## config.mk

```make
export PLATFORM = sky130hd
export DESIGN_NAME = q_stream_accumulator
export DESIGN_NICKNAME = d
export VERILOG_FILES = /design/src/rtl/q_acc_pkg.sv /design/src/rtl/q_acc_add.sv /design/src/rtl/q_stream_accumulator.sv
export SDC_FILE = /design/constraint.sdc
export NUM_CORES = 1
export LEC_CHECK = 0
export BUFFER_PORTS_ARGS = -buffer_cell sky130_fd_sc_hd__buf_2
export CAP_MARGIN = 20
export CORE_AREA = 2 2 104 146
export DETAILED_ROUTE_END_ITERATION = 7
export DIE_AREA = 0 0 106 148
export HOLD_SLACK_MARGIN = 0.05
export PLACE_DENSITY_LB_ADDON = 0.2
export SYNTH_ARGS = -nofsm -noshare
export SYNTH_HDL_FRONTEND = slang
export SYNTH_SLANG_ARGS = --single-unit
```

## constraint.sdc

```tcl
create_clock -name aclk -period 7.4 [get_ports aclk]
set_clock_uncertainty 0.2 [all_clocks]
set_input_delay 0.74 -clock aclk [delete_from_list [all_inputs] [get_ports aclk]]
set_output_delay 0.74 -clock aclk [all_outputs]
set_load 0.05 [all_outputs]
```

## src/rtl/q_acc_pkg.sv

```systemverilog
// Shared constants and types for the Q-result stream accumulator.
// Saturation is selected at build time with Q_ACC_SATURATE_EN (see q_acc_add).
package q_acc_pkg;

  localparam int unsigned CNT_W             = 8;
  localparam int unsigned DEFAULT_DATA_W    = 32;
  localparam int unsigned DEFAULT_GROUP_LEN = 4;

  typedef enum logic [0:0] {
    OUT_EMPTY = 1'b0,
    OUT_FULL  = 1'b1
  } out_state_e;

endpackage

```

## src/rtl/q_acc_add.sv

```systemverilog
// Unsigned adder with carry out for the group accumulator.
// Q_ACC_SATURATE_EN clamps the sum to all ones whenever the add carries.
module q_acc_add #(
  parameter int unsigned DATA_W = 32
) (
  input  logic [DATA_W-1:0] a,
  input  logic [DATA_W-1:0] b,
  output logic [DATA_W-1:0] sum,
  output logic              carry
);

  logic [DATA_W:0] raw;

  assign raw   = {1'b0, a} + {1'b0, b};
  assign carry = raw[DATA_W];

`ifdef Q_ACC_SATURATE_EN
  // A saturated accumulator stays at all ones for the rest of the group.
  assign sum = carry ? {DATA_W{1'b1}} : raw[DATA_W-1:0];
`else
  assign sum = raw[DATA_W-1:0];
`endif

endmodule

```

## src/rtl/q_stream_accumulator.sv

```systemverilog
// Sums groups of GROUP_LEN Q results into a registered S stream with overflow flag.
// Build option Q_ACC_SATURATE_EN (in q_acc_add) saturates overflowing groups.
module q_stream_accumulator
  import q_acc_pkg::*;
#(
  parameter int unsigned DATA_W    = DEFAULT_DATA_W,
  parameter int unsigned GROUP_LEN = DEFAULT_GROUP_LEN
) (
  input  logic              aclk,
  input  logic              areset,
  input  logic [DATA_W-1:0] Q,
  input  logic              Q_valid,
  output logic              Q_ready,
  output logic [DATA_W-1:0] S,
  output logic              S_valid,
  input  logic              S_ready,
  output logic              S_ovf
);

  localparam logic [CNT_W-1:0] LastCnt = CNT_W'(GROUP_LEN - 1);

  logic [CNT_W-1:0]  cnt_q;
  logic [DATA_W-1:0] acc_q;
  logic              ovf_acc_q;
  logic [DATA_W-1:0] s_q;
  logic              s_ovf_q;
  out_state_e        out_state_q;

  logic [DATA_W-1:0] sum;
  logic              carry;
  logic              last_beat;
  logic              accept;
  logic              take;

  q_acc_add #(
    .DATA_W(DATA_W)
  ) u_add (
    .a    (acc_q),
    .b    (Q),
    .sum  (sum),
    .carry(carry)
  );

  assign S_valid   = (out_state_q == OUT_FULL);
  assign S         = s_q;
  assign S_ovf     = s_ovf_q;
  assign last_beat = (cnt_q == LastCnt);
  // Only a completing beat can be blocked; earlier beats go into acc regardless.
  assign Q_ready   = !(S_valid && !S_ready && last_beat);
  assign accept    = Q_valid && Q_ready;
  assign take      = S_valid && S_ready;

  always_ff @(posedge aclk) begin
    if (areset) begin
      cnt_q       <= '0;
      acc_q       <= '0;
      ovf_acc_q   <= 1'b0;
      s_q         <= '0;
      s_ovf_q     <= 1'b0;
      out_state_q <= OUT_EMPTY;
    end else begin
      if (accept) begin
        if (last_beat) begin
          s_q       <= sum;
          s_ovf_q   <= ovf_acc_q | carry;
          acc_q     <= '0;
          ovf_acc_q <= 1'b0;
          cnt_q     <= '0;
        end else begin
          acc_q     <= sum;
          ovf_acc_q <= ovf_acc_q | carry;
          cnt_q     <= cnt_q + 1'b1;
        end
      end

      if (accept && last_beat) begin
        out_state_q <= OUT_FULL;
      end else if (take) begin
        out_state_q <= OUT_EMPTY;
      end
    end
  end

endmodule

```

==> results of run 1 <==
placed cells by master (no fill, tap or decap), types with 5 or more instances in the layout:
cell type	Yosys	final
sky130_fd_sc_hd__a211oi_1	8	8
sky130_fd_sc_hd__a21o_1	24	24
sky130_fd_sc_hd__nand2_1	62	62
sky130_fd_sc_hd__a21oi_1	53	53
sky130_fd_sc_hd__and2_1	5	5
sky130_fd_sc_hd__nand3_1	11	11
sky130_fd_sc_hd__dfxtp_1	75	75
sky130_fd_sc_hd__inv_1	6	6
sky130_fd_sc_hd__xor2_1	9	9
sky130_fd_sc_hd__clkbuf_16	0	9
sky130_fd_sc_hd__nand4_1	12	12
sky130_fd_sc_hd__a32o_1	12	12
sky130_fd_sc_hd__o211ai_1	12	12
sky130_fd_sc_hd__and3_1	5	5
sky130_fd_sc_hd__buf_2	1	70
sky130_fd_sc_hd__nor2_1	47	47
sky130_fd_sc_hd__or3_1	11	11
sky130_fd_sc_hd__nand2b_1	9	9
sky130_fd_sc_hd__ha_1	33	33
sky130_fd_sc_hd__a22oi_1	14	14
sky130_fd_sc_hd__o21ai_0	30	30
sky130_fd_sc_hd__a22o_1	11	11
sky130_fd_sc_hd__xnor2_1	12	12
layout make-up:
class | count | area (um^2) | share of cell area [%]
tap | 189 | 236 | 4.44
inverter | 6 | 22.5 | 0.423
multi-input combinational | 437 | 2910 | 54.6
clock inverter | 2 | 35.0 | 0.657
clock buffer | 14 | 254 | 4.77
timing repair buffer | 73 | 373 | 7.00
sequential | 75 | 1500 | 28.2
layer usage:
| layer | wire (um) | GRT usage, % | vias up |
|---|---|---|---|
| met5 | 0 | 0 | - |
| met4 | 155 | 5.20 | 0 |
| met3 | 596 | 2.91 | 10 |
| met2 | 6680 | 31.1 | 122 |
| met1 | 5890 | 20.9 | 2048 |
| li1 | - | - | 2166 |
cells by family after synthesis:
group                      synth area share (%)
AOI/OAI and AO/OA                          30.7
and+or+nand+nor                            19.2
DFF                                        33.2
adders and majority gates                  9.57
buffers and inverters                      2.63
xor gates and xnor gates                   4.06
muxes                                     0.719
critical path: cells and delay by family:
| family | cells | cell delay (ns) |
|---|---|---|
| AO/OA/AOI/OAI | 6 | 1.66 |
| adder cells (fa/ha/maj) | 2 | 0.63 |
| multiplexers | 1 | 0.35 |
| buffers and inverters | 1 | 0.10 |
state kept, by name (all words and copies together), names as in the netlist:
name       cells
S_valid        1
cnt_q          8
S_ovf          1
acc_q         32
S             32
ovf_acc_q      1
metrics by stage:
step,area [um^2],util [%]
floorplan,4530,-
global placement,5040,35.1
detailed placement,5040,35.1
CTS,5330,37.1
global route,5330,37.1
finish,5330,37.1
cell usage after synthesis (all sizes together) (3+ instances only):
cell and count:
dfxtp 75, nand2 62, a21oi 53, nor2 48
ha 33, o21ai 33, a21o 24, clkbuf 23
a22oi 14, a32o 12, nand4 12, o211ai 12
xnor2 12, a22o 11, nand3 11, or3 11
nand2b 9, xor2 9, a211oi 8, inv 6
o31ai 6, and2 5, and3 5, nor3b 4
a21boi 3, a31oi 3, nor3 3, or2 3
report_power, final:
| part | total, W | switching (W) | internal [W] |
|---|---|---|---|
| Sequential | 0.000449 | 0.0000166 | 0.000433 |
| Clock | 0.000438 | 0.000168 | 0.000271 |
| Combinational | 0.000372 | 0.000229 | 0.000144 |
worst min path at each step:
stage / slack, ns / endpoint / from
after floorplan: 0.23 / acc_q[30]$_SDFFE_PP0P_ / acc_q[30]$_SDFFE_PP0P_
after global placement: 0.24 / S[27]$_SDFFE_PP0P_ / S[27]$_SDFFE_PP0P_
after detailed placement: 0.25 / S[3]$_SDFFE_PP0P_ / S[3]$_SDFFE_PP0P_
after CTS: 0.26 / S[3]$_SDFFE_PP0P_ / S[3]$_SDFFE_PP0P_
after global routing: 0.27 / S[3]$_SDFFE_PP0P_ / S[3]$_SDFFE_PP0P_
final: 0.25 / S[3]$_SDFFE_PP0P_ / S[3]$_SDFFE_PP0P_
==> out/results.md, run 1 <==
GRT
• global routing usage summed across all routing layers: 17.3%
• number of global-route vias before repair: 4311
• wire length of the first global-routing pass: 21.7 mm
• largest net degree at the start of global routing: 46
• leftover overflow at the end of global routing: 0
• initial antenna violation count: 0

Timing
• shortest clock period the worst path allows after layout: 3.42 ns
• worst slew margin relative to its limit: 32.3%
• Final Hold Vio Count: 0
• setup repair after global routing missed its margin: false
• post-route worst setup slack: 3.98 ns
• final-layout worst hold slack: 0.252 ns
• number of failing setup endpoints in the final timing report: 0
• highest attainable clock frequency: 0.293 GHz
• actual transition at the worst max-transition pin: 1.01 ns
• total negative setup slack: 0 ns
• Max Slew Vio Count: 0
• ratio of final minimum period to clock period: 46.2%

Clock tree
• number of clock buffers inserted by TritonCTS: 9
• CTS HTree Levels: 3
• Post-CTS Setup Inserts: 0
• Hold Buf Count CTS: 0
• clock slew seen by the registers of the worst setup and hold paths: 0.06 ns
• Longest Clk Path Bufs: 2
• CTS sink count: 75
• Post-CTS Resized: 0
• cell at the root of the clock tree: sky130_fd_sc_hd__clkbuf_16
• clock tree from TritonCTS: built
• worst skew pair latency: 0.33 ns

Die
• # IOs: 71
• Floorplan Core Area: 14400 um^2
• Die Height: 148 um
• initial cell density of the core: 31.5%
• die span in x: 106 um
• cell row count: 52
• area enclosed by the die boundary: 15700 um^2

Setup path
• library cell contributing the largest single delay on the critical path: sky130_fd_sc_hd__fa_1
• worst setup path class: in2reg
• sequence of cells on the critical path: buf_2 -> ha_1 -> fa_1 -> a21o_1 -> a221o_1 -> a2111oi_4 -> o221ai_2 -> o31ai_4 -> mux2_1 -> o211ai_1
• crit path DAT: 3.47 ns
• destination of the critical timing path: acc_q[28]$_SDFFE_PP0P_
• startpoint class of the critical path: primary input
• launching point of the worst reg2reg path: acc_q[0]$_SDFFE_PP0P_
• maximum cell stage delay along the critical path: 0.41 ns
• worst r2r path cells: 9
• reg2reg setup slack: 4.19 ns
• Worst Setup End Kind: flip-flop
• reg2reg end: acc_q[28]$_SDFFE_PP0P_
• Critical Path Source: Q[0]
• Crit path required time: 7.45 ns
• critical-path maximum fanout: 4

Logic synthesis
• Post-synth EDFFs: 0
• area share of the largest cell type after synthesis: 33.2%
• synthesized area per cell: 8.33 um^2
• number of warnings issued by yosys: 0
• cell taking the most area after synthesis: sky130_fd_sc_hd__dfxtp_1
• total nets after synthesis: 613
• Seq cells post-synth: 75
• most area-consuming cells after synthesis: sky130_fd_sc_hd__dfxtp_1 33%, sky130_fd_sc_hd__ha_1 9.1%, sky130_fd_sc_hd__a21oi_1 5.9%, sky130_fd_sc_hd__nand2_1 5.1%, sky130_fd_sc_hd__a21o_1 4.0%
• number of different library cells in the post-synthesis netlist: 59
• summed instance area of the synthesized netlist: 4530 um^2
• gate count after technology mapping: 543
• sequential element share of the synthesized area: 33.2%
• most frequently used flop master after synthesis: sky130_fd_sc_hd__dfxtp_1
• Async SR Flop Fraction: 0%

Drt
• average wire per standard cell: 16.7 um
• number of nets with antenna violations after routing: 0
• Post-Route WL: 13.3 mm
• Iter 0 DRT Violations: 176
• average via count per standard cell: 5.46
• number of optimization iterations in the first detailed-route pass: 4
• number of vias in the routed layout: 4346
• count of unresolved DRC violations after routing: 0

Place
• cell count after placement: 780
• final estimated routing congestion in global placement: 0.839
• Port Buffers: 70
• placed wire-length estimate: 9.90 mm
• worst setup slack after placement: 3.66 ns

Final layout
• area growth from synthesis to layout: 17.8%
• Ant. Diodes: 0
• fill count: 1523
• total number of nets in the final design: 672
• number of standard cells in the final layout excluding fillers: 796
• proportion of layout cells with a drive suffix above 1: 16.0%

Min path
• Min-Delay Path Class: reg2reg
• WHS Path Cells: 2

Run
• # Max-Cap Violations: 0

Power and ir drop
• post-route total power: 0.00126 W
• leakage component of the power: 2.30 nW
• Pwr Density: 236 nW/um^2
• maximum ir drop on the vdd rail: 87.3 uV

Run status
• outcome: finished clean

(Power assumes the default switching activity.)
==> inputs of run 2 (changes only) <==
Clock period 7.4 ns to 3.6 ns, I/O delays scaled along.
==> out/results.md, run 2 (synthesized netlist as in run 1, its figures left out) <==
Setup path
• worst setup path class: reg2reg
• Worst Setup End Kind: flip-flop
• startpoint class of the critical path: flip-flop
• crit path DAT: 3.24 ns
• Crit path required time: 3.65 ns
• critical-path maximum fanout: 4

Die
• Floorplan Core Area: 14400 um^2
• Die Height: 148 um
• # IOs: 71
• initial cell density of the core: 31.5%
• area enclosed by the die boundary: 15700 um^2
• die span in x: 106 um
• cell row count: 52

GRT
• wire length of the first global-routing pass: 22.4 mm
• largest net degree at the start of global routing: 46
• number of global-route vias before repair: 4388
• initial antenna violation count: 1
• leftover overflow at the end of global routing: 0
• global routing usage summed across all routing layers: 18.1%

Drt
• average wire per standard cell: 17.0 um
• Iter 0 DRT Violations: 180
• count of unresolved DRC violations after routing: 0
• number of optimization iterations in the first detailed-route pass: 5
• average via count per standard cell: 5.35
• Post-Route WL: 13.7 mm
• number of vias in the routed layout: 4304
• number of nets with antenna violations after routing: 0

Final layout
• total number of nets in the final design: 681
• most frequent standard cell in the layout excluding fill and tap cells: sky130_fd_sc_hd__dfxtp_1
• proportion of layout cells with a drive suffix above 1: 17.5%
• area growth from synthesis to layout: 19.0%
• number of standard cells in the final layout excluding fillers: 805
• final standard cell utilization of the core: 37.5%
• Ant. Diodes: 0
• leading cell types in the layout, fill and taps excluded: 75 x sky130_fd_sc_hd__dfxtp_1, 70 x sky130_fd_sc_hd__buf_2, 62 x sky130_fd_sc_hd__nand2_1

Clock tree
• Hold Buf Count CTS: 0
• clock slew seen by the registers of the worst setup and hold paths: 0.06 ns
• worst skew pair latency: 0.34 ns
• Post-CTS Resized: 0
• Longest Clk Path Bufs: 2
• CTS sink count: 75
• cell at the root of the clock tree: sky130_fd_sc_hd__clkbuf_16
• clock tree from TritonCTS: built
• Post-CTS Setup Inserts: 0
• CTS HTree Levels: 3
• number of clock buffers inserted by TritonCTS: 9

Power and ir drop
• leakage component of the power: 2.34 nW
• post-route total power: 0.00256 W
• maximum ir drop on the vdd rail: 199 uV
• Pwr Density: 476 nW/um^2

Timing
• total negative setup slack: 0 ns
• shortest clock period the worst path allows after layout: 3.18 ns
• Final Hold Vio Count: 0
• Max Slew Vio Count: 0
• highest attainable clock frequency: 0.314 GHz
• worst slew margin relative to its limit: 44.0%
• number of failing setup endpoints in the final timing report: 0
• ratio of final minimum period to clock period: 88.4%
• setup repair after global routing missed its margin: false
• actual transition at the worst max-transition pin: 0.840 ns

Run status
• outcome: finished clean

Place
• final estimated routing congestion in global placement: 0.801
• placed wire-length estimate: 10.4 mm
• cell count after placement: 789
• Port Buffers: 70

Min path
• Min-Delay Path Class: in2reg

Run
• # Max-Cap Violations: 0

[run 2: changes by cell type in the layout (fill, tap and decap cells not counted), sizes merged]
| cell | delta |
|---|---|
| clkbuf | -2 |
| clkinvlp | +2 |
| bufinv | -1 |
| buf | +9 |
| clkinv | +1 |
[run 2: through the flow]
step           worst slack [ns]  hold slack, ns  area, um^2
2_1_floorplan             0.586           0.229        4530
3_3_place_gp              0.297           0.239        5110
3_5_place_dp              0.256           0.234        5110
4_1_cts                   0.423           0.200        5390
5_1_grt                   0.334           0.241        5390
6_report                  0.417           0.207        5390
[run 2: layout make-up]
type                            count  area (um^2)
Clock buffer                       12          256
Clock inverter                      4         25.0
Fill cell                        1493         8990
Inverter                            6         22.5
Multi-Input combinational cell    437         2910
Sequential cell                    75         1500
Tap cell                          189          236
Timing Repair Buffer               82          440
[run 2: final timing paths]
check,start,endpoint,slack (ns),cells after the start
worst max register to register,acc_q[0]$_SDFFE_PP0P_,acc_q[28]$_SDFFE_PP0P_,0.42,9
worst min register to register,S[27]$_SDFFE_PP0P_,S[27]$_SDFFE_PP0P_,0.24,2
worst min-delay path,S_ready,S_valid$_SDFFE_PP0P_,0.21,3
worst max-delay path,acc_q[0]$_SDFFE_PP0P_,acc_q[28]$_SDFFE_PP0P_,0.42,9
[run 2: layer usage]
metal	share of wire, %	GRT usage [%]
met4	2.1	6.25
met5	0	0
met3	4.3	3.40
met2	50	31.8
met1	43	21.9
[run 2: power breakdown]
part / switching [W] / total, W / leakage [nW] / internal, W
clock: 0.000359 / 0.000861 / 0.135 / 0.000502
combinational: 0.000473 / 0.000778 / 1.59 / 0.000306
sequential: 0.0000347 / 0.000924 / 0.611 / 0.000890
total: 0.000866 / 0.00256 / 2.34 / 0.00170
[run 2: worst max-delay path, stage by stage (launching register included)]
cell	delay [ns]
sky130_fd_sc_hd__dfxtp_1	0.31
sky130_fd_sc_hd__ha_1	0.21
sky130_fd_sc_hd__fa_1	0.40
sky130_fd_sc_hd__a21o_1	0.24
sky130_fd_sc_hd__a221o_1	0.38
sky130_fd_sc_hd__a2111oi_4	0.39
sky130_fd_sc_hd__o221ai_2	0.26
sky130_fd_sc_hd__o31ai_4	0.28
sky130_fd_sc_hd__mux2_1	0.35
sky130_fd_sc_hd__o211ai_1	0.09
==> inputs of run 3 (changes only) <==
Clock period 3.6 ns to 2.7 ns, I/O delays scaled along.
==> out/results.md, run 3 (synthesized netlist as in run 1, its figures left out) <==
Run status
• outcome: finished with violations
• violated checks: setup timing

Clock tree
• CTS sink count: 75
• Hold Buf Count CTS: 0
• worst skew pair latency: 0.33 ns
• clock slew seen by the registers of the worst setup and hold paths: 0.06 ns
• cell at the root of the clock tree: sky130_fd_sc_hd__clkbuf_16
• clock tree from TritonCTS: built
• number of clock buffers inserted by TritonCTS: 9
• Longest Clk Path Bufs: 2
• CTS HTree Levels: 3

Die
• Floorplan Core Area: 14400 um^2
• area enclosed by the die boundary: 15700 um^2
• initial cell density of the core: 31.5%
• Die Height: 148 um
• # IOs: 71
• cell row count: 52
• die span in x: 106 um

Power and ir drop
• maximum ir drop on the vdd rail: 268 uV
• sequential share of power: 32.9%
• switching power: 0.00129 W
• Internal Pwr Total: 0.00248 W
• share of total power in the clock network: 30.2%
• leakage component of the power: 2.74 nW
• switching portion of total power: 34.1%
• combinational power share: 36.9%
• Pwr Density: 602 nW/um^2
• post-route total power: 0.00377 W

Setup path
• buffers and inverters on the worst path: 0
• worst setup path class: reg2reg
• crit path DAT: 2.98 ns
• Crit path required time: 2.76 ns
• startpoint class of the critical path: flip-flop
• maximum cell stage delay along the critical path: 0.41 ns
• critical-path maximum fanout: 3
• top cell family by delay on the critical path: compound AO/OA/AOI/OAI gates
• sequence of cells on the critical path: ha_4 -> fa_2 -> a21o_1 -> a221o_1 -> a2111oi_4 -> o221ai_4 -> o31ai_4 -> mux2_4 -> o211ai_1
• Worst Setup End Kind: flip-flop
• library cell contributing the largest single delay on the critical path: sky130_fd_sc_hd__a2111oi_4

Drt
• Post-Route WL: 15.0 mm
• count of unresolved DRC violations after routing: 0
• number of vias in the routed layout: 4640
• average wire per standard cell: 17.2 um
• number of nets with antenna violations after routing: 0
• average via count per standard cell: 5.33
• number of optimization iterations in the first detailed-route pass: 4
• Iter 0 DRT Violations: 178

Timing
• highest attainable clock frequency: 0.343 GHz
• setup repair after global routing missed its margin: true
• ratio of final minimum period to clock period: 108%
• number of failing setup endpoints in the final timing report: 20
• shortest clock period the worst path allows after layout: 2.92 ns
• Final Hold Vio Count: 0
• actual transition at the worst max-transition pin: 0.482 ns
• post-route worst setup slack: -0.219 ns
• Max Slew Vio Count: 0
• worst slew margin relative to its limit: 67.7%

Final layout
• final standard cell utilization of the core: 43.5%
• most frequent standard cell in the layout excluding fill and tap cells: sky130_fd_sc_hd__buf_4
• total number of nets in the final design: 749
• proportion of layout cells with a drive suffix above 1: 32.3%
• leading cell types in the layout, fill and taps excluded: 75 x sky130_fd_sc_hd__buf_4, 72 x sky130_fd_sc_hd__dfxtp_1, 70 x sky130_fd_sc_hd__buf_2
• Ant. Diodes: 0
• fill count: 1441
• area growth from synthesis to layout: 38.3%

GRT
• global routing usage summed across all routing layers: 19.3%
• wire length of the first global-routing pass: 24.0 mm
• leftover overflow at the end of global routing: 0
• number of global-route vias before repair: 4742
• largest net degree at the start of global routing: 34
• initial antenna violation count: 0

Place
• Port Buffers: 70
• final estimated routing congestion in global placement: 0.914
• placed wire-length estimate: 11.1 mm

Min path
• Min-Delay Path Class: in2reg

Run
• # Max-Cap Violations: 0

## run 3: changes by cell type in the layout (fill, tap and decap cells not counted), moves of 4 or more
| cell | previous run | this run |
|---|---|---|
| sky130_fd_sc_hd__a21oi_2 | 0 | 5 |
| sky130_fd_sc_hd__xnor2_2 | 0 | 5 |
| sky130_fd_sc_hd__buf_4 | 12 | 75 |
| sky130_fd_sc_hd__ha_4 | 0 | 6 |
| sky130_fd_sc_hd__buf_6 | 0 | 4 |
| sky130_fd_sc_hd__ha_1 | 33 | 27 |
| sky130_fd_sc_hd__o21ai_1 | 3 | 9 |
| sky130_fd_sc_hd__xnor2_1 | 12 | 7 |
| sky130_fd_sc_hd__a21oi_1 | 53 | 45 |
| sky130_fd_sc_hd__o21ai_0 | 30 | 24 |
## run 3: worst paths after layout
path                            endpoint  depth (start not counted)  slack [ns]                  start
setup / recovery  acc_q[28]$_SDFFE_PP0P_                          9       -0.22  acc_q[0]$_SDFFE_PP0P_
hold / removal     cnt_q[1]$_SDFFE_PP0P_                          2        0.08                 areset
setup reg to reg  acc_q[28]$_SDFFE_PP0P_                          9       -0.22  acc_q[0]$_SDFFE_PP0P_
hold reg to reg        S[0]$_SDFFE_PP0P_                          2        0.25      S[0]$_SDFFE_PP0P_
## run 3: layer usage
layer / track usage, % / vias to the layer above / part of all wire [%]
li1: - / 2302 / -
met1: 22.1 / 2227 / 42
met5: 0 / - / 0
met4: 5.66 / 0 / 1.6
met3: 3.09 / 18 / 3.8
met2: 36.4 / 93 / 52
## run 3: cell type report
| cell class | count | area (um^2) | area share (%) |
|---|---|---|---|
| Timing Repair Buffer | 150 | 978 | 15.6 |
| Tap cell | 189 | 236 | 3.78 |
| Multi-Input combinational cell | 437 | 3250 | 51.9 |
| Inverter | 6 | 22.5 | 0.360 |
| Clock inverter | 2 | 12.5 | 0.200 |
| Clock buffer | 12 | 256 | 4.10 |
| Sequential cell | 75 | 1510 | 24.1 |
## run 3: power groups by stage
stage	Sequential, W	Clock, W	Combinational (W)
after floorplan	0.00127	0	0.000767
after global placement	0.00126	0	0.00122
after detailed placement	0.00126	0	0.00123
after CTS	0.00123	0.00116	0.00129
after global routing	0.00125	0.00120	0.00152
final	0.00124	0.00114	0.00139
## run 3: stage by stage
| step | instances | TNS, ns | setup WS [ns] | instance area [um^2] | hold WS, ns |
|---|---|---|---|---|---|
| 2_1_floorplan | 543 | -0.315 | -0.183 | 4560 | 0.229 |
| 3_3_place_gp | 850 | -4.12 | -0.296 | 5610 | 0.238 |
| 3_5_place_dp | 850 | -5.20 | -0.369 | 5610 | 0.244 |
| 4_1_cts | 868 | -3.54 | -0.290 | 6010 | 0.0735 |
| 5_1_grt | 871 | -4.03 | -0.303 | 6260 | 0.0800 |
| 6_report | 871 | -2.24 | -0.219 | 6260 | 0.0765 |
## run 3: timing repair
| item | CTS | global route |
|---|---|---|
| gates resized for setup | 22 | 41 |
| buffers inserted | 4 | 7 |
| setup endpoints to repair | 22 | 38 |
| pin swaps | 16 | 28 |
